==> config.mk <==
export PLATFORM = sky130hd
export DESIGN_NAME = bypass_skid_buffer_flat
export DESIGN_NICKNAME = d
export VERILOG_FILES = /design/src/rtl/bypass_skid_buffer_if.sv /design/src/rtl/bypass_skid_buffer.sv /design/src/flat_wrapper.sv
export SDC_FILE = /design/constraint.sdc
export NUM_CORES = 1
export LEC_CHECK = 0
export ABC_AREA = 1
export BUFFER_PORTS_ARGS = -buffer_cell sky130_fd_sc_hd__buf_2
export CORE_MARGIN = 5
export CORE_UTILIZATION = 50
export DETAILED_ROUTE_END_ITERATION = 10
export GPL_TIMING_DRIVEN = 1
export PLACE_DENSITY = 0.74
export SLEW_MARGIN = 0
export SYNTH_ARGS = -nofsm -noshare
export SYNTH_HDL_FRONTEND = slang
export SYNTH_SLANG_ARGS = --single-unit
==> constraint.sdc <==
create_clock -name CLK -period 1.66 [get_ports CLK]
set_input_delay 0.498 -clock CLK [delete_from_list [all_inputs] [get_ports CLK]]
set_output_delay 0.498 -clock CLK [all_outputs]
set_load 0.01 [all_outputs]
==> src/rtl/bypass_skid_buffer_if.sv <==
// Valid/ready handshake bundle between a producer, the skid buffer and a consumer.
// The slave modport is the buffer's view. The master modport is the surrounding logic's view.
interface bypass_skid_buffer_if #(
  parameter int DATA_WIDTH = 8
);
  logic [DATA_WIDTH-1:0] Input_Data;
  logic                  Input_Valid;
  logic                  Input_Ready;
  logic [DATA_WIDTH-1:0] Output_Data;
  logic                  Output_Valid;
  logic                  Output_Ready;
  logic [1:0]            Occupancy;

  modport slave (
    input  Input_Data,
    input  Input_Valid,
    output Input_Ready,
    output Output_Data,
    output Output_Valid,
    input  Output_Ready,
    output Occupancy
  );

  modport master (
    output Input_Data,
    output Input_Valid,
    input  Input_Ready,
    input  Output_Data,
    input  Output_Valid,
    output Output_Ready,
    input  Occupancy
  );
endinterface

==> src/rtl/bypass_skid_buffer.sv <==
// Two-entry registered skid buffer: every output decodes from flops only,
// so neither valid nor ready has a combinational path through the block.
module bypass_skid_buffer #(
  parameter int DATA_WIDTH = 8
) (
  input  logic                   CLK,
  input  logic                   RST_n,
  bypass_skid_buffer_if.slave    bus
);

  typedef enum logic [1:0] {
    EMPTY = 2'd0,
    BUSY  = 2'd1,
    FULL  = 2'd2
  } state_t;

  state_t                state_q, state_d;
  logic [DATA_WIDTH-1:0] main_q, main_d;
  logic [DATA_WIDTH-1:0] skid_q, skid_d;
  logic                  live_q;
  logic                  in_fire;
  logic                  out_fire;

  // live_q keeps Input_Ready low until the first edge after reset release.
  always_ff @(posedge CLK or negedge RST_n) begin
    if (!RST_n) begin
      state_q <= EMPTY;
      main_q  <= '0;
      skid_q  <= '0;
      live_q  <= 1'b0;
    end else begin
      state_q <= state_d;
      main_q  <= main_d;
      skid_q  <= skid_d;
      live_q  <= 1'b1;
    end
  end

  assign bus.Input_Ready  = live_q && (state_q != FULL);
  assign bus.Output_Valid = (state_q != EMPTY);
  assign bus.Output_Data  = main_q;

  assign in_fire  = bus.Input_Valid && bus.Input_Ready;
  assign out_fire = bus.Output_Valid && bus.Output_Ready;

  always_comb begin
    bus.Occupancy = 2'd0;
    case (state_q)
      BUSY:    bus.Occupancy = 2'd1;
      FULL:    bus.Occupancy = 2'd2;
      default: bus.Occupancy = 2'd0;
    endcase
  end

  always_comb begin
    state_d = state_q;
    main_d  = main_q;
    skid_d  = skid_q;
    case (state_q)
      EMPTY: begin
        if (in_fire) begin
          main_d  = bus.Input_Data;
          state_d = BUSY;
        end
      end
      BUSY: begin
        if (in_fire && out_fire) begin
          main_d = bus.Input_Data;
        end else if (in_fire) begin
          // Consumer stalled while a word arrived: park it behind main.
          skid_d  = bus.Input_Data;
          state_d = FULL;
        end else if (out_fire) begin
          state_d = EMPTY;
        end
      end
      FULL: begin
        if (out_fire) begin
          main_d  = skid_q;
          state_d = BUSY;
        end
      end
      default: state_d = EMPTY;
    endcase
  end

endmodule

==> src/flat_wrapper.sv <==
// flat-port wrapper written by rule: the top's interface ports become plain ports
module bypass_skid_buffer_flat 
#(
  parameter int DATA_WIDTH = 8
)
  (CLK, RST_n, bus_Input_Data, bus_Input_Valid, bus_Input_Ready, bus_Output_Data, bus_Output_Valid, bus_Output_Ready, bus_Occupancy);
  bypass_skid_buffer_if #(.DATA_WIDTH(DATA_WIDTH)) bus_i ();
  input  logic CLK;
  input  logic RST_n;
  input wire logic [$bits(bus_i.Input_Data)-1:0] bus_Input_Data;
  input wire logic [$bits(bus_i.Input_Valid)-1:0] bus_Input_Valid;
  output wire logic [$bits(bus_i.Input_Ready)-1:0] bus_Input_Ready;
  output wire logic [$bits(bus_i.Output_Data)-1:0] bus_Output_Data;
  output wire logic [$bits(bus_i.Output_Valid)-1:0] bus_Output_Valid;
  input wire logic [$bits(bus_i.Output_Ready)-1:0] bus_Output_Ready;
  output wire logic [$bits(bus_i.Occupancy)-1:0] bus_Occupancy;
  assign bus_i.Input_Data = bus_Input_Data;
  assign bus_i.Input_Valid = bus_Input_Valid;
  assign bus_Input_Ready = bus_i.Input_Ready;
  assign bus_Output_Data = bus_i.Output_Data;
  assign bus_Output_Valid = bus_i.Output_Valid;
  assign bus_i.Output_Ready = bus_Output_Ready;
  assign bus_Occupancy = bus_i.Occupancy;
  bypass_skid_buffer #(.DATA_WIDTH(DATA_WIDTH)) u_core (.CLK(CLK), .RST_n(RST_n), .bus(bus_i));
endmodule
; After elaboration in Yosys (flattened, before gate mapping)
; Index checks and enable logic that the tools add are counted.
[classes]
n_eq_ne = 8
n_mux = 11
n_bitwise = 1
n_reduce_logical = 10
[ops]
columns = operator, count
row1 = 8-bit two-way mux, 3
row2 = 8-bit case mux with 3 select lines, 1
row3 = 2-bit two-way mux, 5
row4 = 4-bit AND reduction, 2
row5 = "2-bit by 1-bit != test with 1-bit output, second input constant", 3
row6 = 2-bit case mux with 3 select lines, 1
row7 = 1-bit logical AND, 4
row8 = "2-bit != test, second input constant", 2
row9 = 2-bit case mux with 2 select lines, 1
row10 = "3-bit by 1-bit != test with 1-bit output, second input constant", 1
row11 = 3-bit AND reduction, 1
row12 = 3-bit nonzero test, 1
row13 = "2-bit by 1-bit == test with 1-bit output, second input constant", 1
row14 = "2-bit == test, second input constant", 1
row15 = 2-bit logical NOT, 1
row16 = 2-bit nonzero test, 1
row17 = 1-bit NOT, 1
[totals]
ff_bits = 19
elab_cells = 34

; Longest topological paths before layout
[logic_depth]
ltp_word = 6
mapped_depth = 8

; Worst setup path before layout
; Ideal clock, no wire load.
[synth_timing]
path_kind = register to register
from = reg u_core.state_q[1]
to = reg u_core.main_q[0] (netlist: u_core.bus.Output_Data[0])
setup_ns = 0.065
t_arrival_ns = 1.166
slack_ns = 0.429
path_stages_with_launch = 8
synth_period_minus_slack_ns = 1.231
path_cell_list = dfrtp_1 inv_2 nor2_2 nor2_2 nand3_2 nand2_4 nand2_1 nand2_1
[synth_via]
elab_chain_len = 6
[synth_lines]
columns = item, line
row1 = "start, declared", bypass_skid_buffer.sv:17  ; state_t state_q, state_d;
row2 = "start signal, assigned", bypass_skid_buffer.sv:32  ; state_q <= state_d;
row3 = 2-bit != test *, bypass_skid_buffer.sv:39  ; assign bus.Input_Ready = live_q && (state_q != FULL);
row4 = 1-bit logical AND *, bypass_skid_buffer.sv:39
row5 = net bus_Input_Ready, flat_wrapper.sv:12  ; output wire logic [$bits(bus_i.Input_Ready)-1:0] bus_Input_Ready;
row6 = 1-bit logical AND *, bypass_skid_buffer.sv:43  ; assign in_fire = bus.Input_Valid && bus.Input_Ready;
row7 = 1-bit logical AND, bypass_skid_buffer.sv:67  ; if (in_fire && out_fire) begin
row8 = 2-bit by 1-bit != test with 1-bit output (no source line), n/a
row9 = 4-bit AND reduction (no source line) *, n/a
row10 = "end signal, assigned", bypass_skid_buffer.sv:33  ; main_q <= main_d;
row11 = "end, declared", bypass_skid_buffer.sv:18  ; logic [DATA_WIDTH-1:0] main_q, main_d;
; Mark *: on every way through the listed nets, which the timed path passes. The rest lies on a longest branch.
; A chain may end at the register's enable or synchronous reset.

; Worst setup path after layout
[layout_timing]
from = reg u_core.state_q[0]
to = out bus_Occupancy[0]
[layout_via]
elab_chain_len = 2
[layout_lines]
columns = item, line
row1 = 2-bit == test / 2-bit by 1-bit == test with 1-bit output (equally long branches), bypass_skid_buffer.sv:48  ; case (state_q)
row2 = 2-bit case mux with 2 select lines *, bypass_skid_buffer.sv:48
row3 = "end, declared", flat_wrapper.sv:16  ; output wire logic [$bits(bus_i.Occupancy)-1:0] bus_Occupancy;
; Every way passes the cells marked *; elsewhere a longest branch is shown, timed or not.

==> metrics.txt <==
run status complete, no violations; fraction of the core area covered by cells at the end of the flow 0.642; post-route fraction of the period consumed by the critical path 0.995; Detail Route Antenna Nets 0; capture instance of the worst register-to-register path u_core.bus.Output_Data[6]$_DFFE_PN0P_; endpoint type of the worst setup path output pin; number of buffers between clock root and the deepest sink 2; RR Startpoint u_core.state_q[0]$_DFFE_PN0P_; cell family with the largest share of critical-path delay flip-flops; initial detailed-routing violation count 18; DR pass1 iterations 4; CTS Hold Bufs 0; type of element launching the critical path flip-flop; fin. max-slew vios 0; Die Area 2770 um2; placeable core region 1730 um2; fraction of layout instances using a drive strength above 1 0.312; clock period minus final worst setup slack 1.65 ns; placer's final routability congestion estimate 0.736; die span in y 52.6 um; number of antenna violations at the first check in global routing 0; number of vias per cell 4.77; total of buffers placed on input and output ports 23; number of logic stages on the critical path including buffering 4; Die W 52.6 um; Arr. time, crit path 1.15 ns; Clock Pin Slew Worst Setup and Hold Paths 0.11 ns; top routing layer used met4; metal3 WL 87 um; number of cell instances on the worst register-to-register path 9; path type of the worst setup path flip-flop to output pin; CTS tree done; Wirelength per Cell 11.2 um; CP cell instances buf_4 > nand2_1 > inv_1 > buf_2; Post-Synthesis Mean Instance Area 8.33 um2; estimated wirelength of the detail-placed design 1330 um; sequential cell area fraction in the yosys report 0.523; warnings from Yosys 0; initial standard-cell utilization of the core 0.526; total wire length after detailed routing 1820 um; clock root buffer sky130_fd_sc_hd__clkbuf_4; gate count of the mapped netlist 109; final hold slack 0.110 ns; boundary pin count 24; cell row count 15; largest net degree at the start of global routing 20; Synth Register Bits 19; power density over the cells 1620 nW/um2; global-route wire length before repair 2890 um; final count of negative-setup-slack endpoints 0; net count of the finished layout 151; Fin Setup TNS 0 ns; Worst Setup Slack post-DPL 0.218 ns; global route total overflow 0; largest voltage drop on the vdd net 0.932 mV; synthesized area 908 um2; DR WL met2 820 um; number of global-route vias before repair 673; Clock Sink Count 19; Max stage delay cell, worst path sky130_fd_sc_hd__dfrtp_2; setup repair after global routing missed its margin yes; reg-to-reg setup timing slack 0.17 ns; clock skew after layout 0.00530 ns; delay of the slowest cell on the worst path 0.46 ns; DRC violation count after routing 0; Syn Nets 121; via count 778; count of cell types in the netlist 16; number of antenna cells inserted 0; setup slack of the critical path after layout 0.00835 ns; wl on met1 883 um; final hold violation count 0; Max Cap Viol 0; Critical path buffers and inverters 3; Lkg Pwr 0.605 nW; data required time at the worst endpoint 1.16 ns; Fmax 0.605 GHz; Worst-Skew Late Latency 0.30 ns; All-Layer GR Usage 0.143; area growth from synthesis to final layout 22.0%; type of the worst min-delay path input pin to asynchronous set/reset pin; number of buffers created by CTS 3; maximum fanout along the worst path 4; H-tree depth 1
-- per-stage QoR --
| step | power (W) | instances | instance area, um2 |
|---|---|---|---|
| 2_1_floorplan | 0.00127 | 109 | 908 |
| 3_3_place_gp | 0.00148 | 155 | 1040 |
| 3_5_place_dp | 0.00151 | 155 | 1040 |
| 4_1_cts | 0.00178 | 161 | 1080 |
| 5_1_grt | 0.00195 | 163 | 1110 |
| 6_report | 0.00180 | 163 | 1110 |
-- flip-flops by register name, indices dropped and copies added (netlist names) --
register	count
u_core.skid_q	8
u_core.bus.Output_Data	8
u_core.state_q	2
u_core.live_q	1
-- per-layer routing --
layer,up-vias,track usage
li1,406,-
met1,344,0.204
met2,23,0.202
met3,5,0.0342
met4,0,0.0638
met5,-,0
-- where the power goes --
group	leakage, nW	switching, W	total, W	internal (W)
logic	0.357	0.000476	0.000783	0.000307
registers	0.231	0.000103	0.000777	0.000674
clock network	0.0177	0.000146	0.000236	0.0000899
total	0.605	0.000725	0.00180	0.00107
-- final cells by class --
class / count / area, um2
Timing Repair Buffer: 27 / 145
Tap cell: 25 / 31.3
Clock inverter: 1 / 5.00
Multi-Input combinational cell: 74 / 372
Clock buffer: 3 / 22.5
Sequential cell: 19 / 478
Inverter: 14 / 55.1
Fill cell: 171 / 618
-- synthesized netlist by cell type --
cell type	number	area, um2
sky130_fd_sc_hd__nand4_1	2	12.5
sky130_fd_sc_hd__buf_6	1	11.3
sky130_fd_sc_hd__conb_1	1	3.75
sky130_fd_sc_hd__o21ai_0	16	80.1
sky130_fd_sc_hd__a21oi_1	2	10.0
sky130_fd_sc_hd__nand3_1	10	50.1
sky130_fd_sc_hd__inv_2	1	3.75
sky130_fd_sc_hd__nor2_1	2	7.51
sky130_fd_sc_hd__inv_1	13	48.8
sky130_fd_sc_hd__nand3_2	1	10.0
sky130_fd_sc_hd__nand2_4	3	33.8
sky130_fd_sc_hd__nand2_1	34	128
sky130_fd_sc_hd__nor2_2	2	12.5
sky130_fd_sc_hd__buf_2	1	5.00
sky130_fd_sc_hd__dfrtp_1	19	475
sky130_fd_sc_hd__a21oi_4	1	16.3
-- cell families (layout without fill, tap and decap cells) --
logic type	count (synthesis)	count (layout)	share of synthesized area
buffers and inverters	16	45	0.0758
and+or+nand+nor	54	54	0.280
other	1	1	0.00413
AOI/OAI and AO/OA	19	19	0.117
DFF	19	19	0.523
-- repair_timing --
action                                  4_1_cts  5_1_grt
gates resized for setup                       2        4
endpoints found under the setup margin        1        4
setup buffers                                 2        2
pin swaps                                     0        1
-- worst register-to-register path, stage by stage, from the launching register on --
cell	delay (ns)
sky130_fd_sc_hd__dfrtp_2	0.46
sky130_fd_sc_hd__buf_4	0.16
sky130_fd_sc_hd__inv_1	0.09
sky130_fd_sc_hd__nand2_4	0.12
sky130_fd_sc_hd__nand3_1	0.13
sky130_fd_sc_hd__nand2_1	0.10
sky130_fd_sc_hd__nand2_4	0.13
sky130_fd_sc_hd__nand2_4	0.09
sky130_fd_sc_hd__nand2_1	0.08
sky130_fd_sc_hd__nand2_1	0.05
-- layout by cell type, fill, tap and decap left out, types with 2 or more instances in the layout --
cell                        n
sky130_fd_sc_hd__a21oi_1    2
sky130_fd_sc_hd__buf_2     23
sky130_fd_sc_hd__buf_4      4
sky130_fd_sc_hd__o21ai_0   16
sky130_fd_sc_hd__dfrtp_1   17
sky130_fd_sc_hd__inv_1     12
sky130_fd_sc_hd__nand2_1   34
sky130_fd_sc_hd__nand2_4    3
sky130_fd_sc_hd__nand4_1    2
sky130_fd_sc_hd__clkbuf_4   3
sky130_fd_sc_hd__dfrtp_2    2
sky130_fd_sc_hd__nand3_1   10
sky130_fd_sc_hd__nor2_2     2
-- worst max path at each step --
stage,from,endpoint
floorplan,u_core.state_q[1]$_DFFE_PN0P_,u_core.bus.Output_Data[0]$_DFFE_PN0P_
global placement,bus_Output_Ready,u_core.bus.Output_Data[0]$_DFFE_PN0P_
detailed placement,bus_Output_Ready,u_core.bus.Output_Data[6]$_DFFE_PN0P_
CTS,u_core.state_q[1]$_DFFE_PN0P_,bus_Input_Ready
global route,u_core.state_q[1]$_DFFE_PN0P_,bus_Input_Ready
finish,u_core.state_q[0]$_DFFE_PN0P_,bus_Occupancy[0]
No activity file was read; power rests on OpenSTA's default activity.
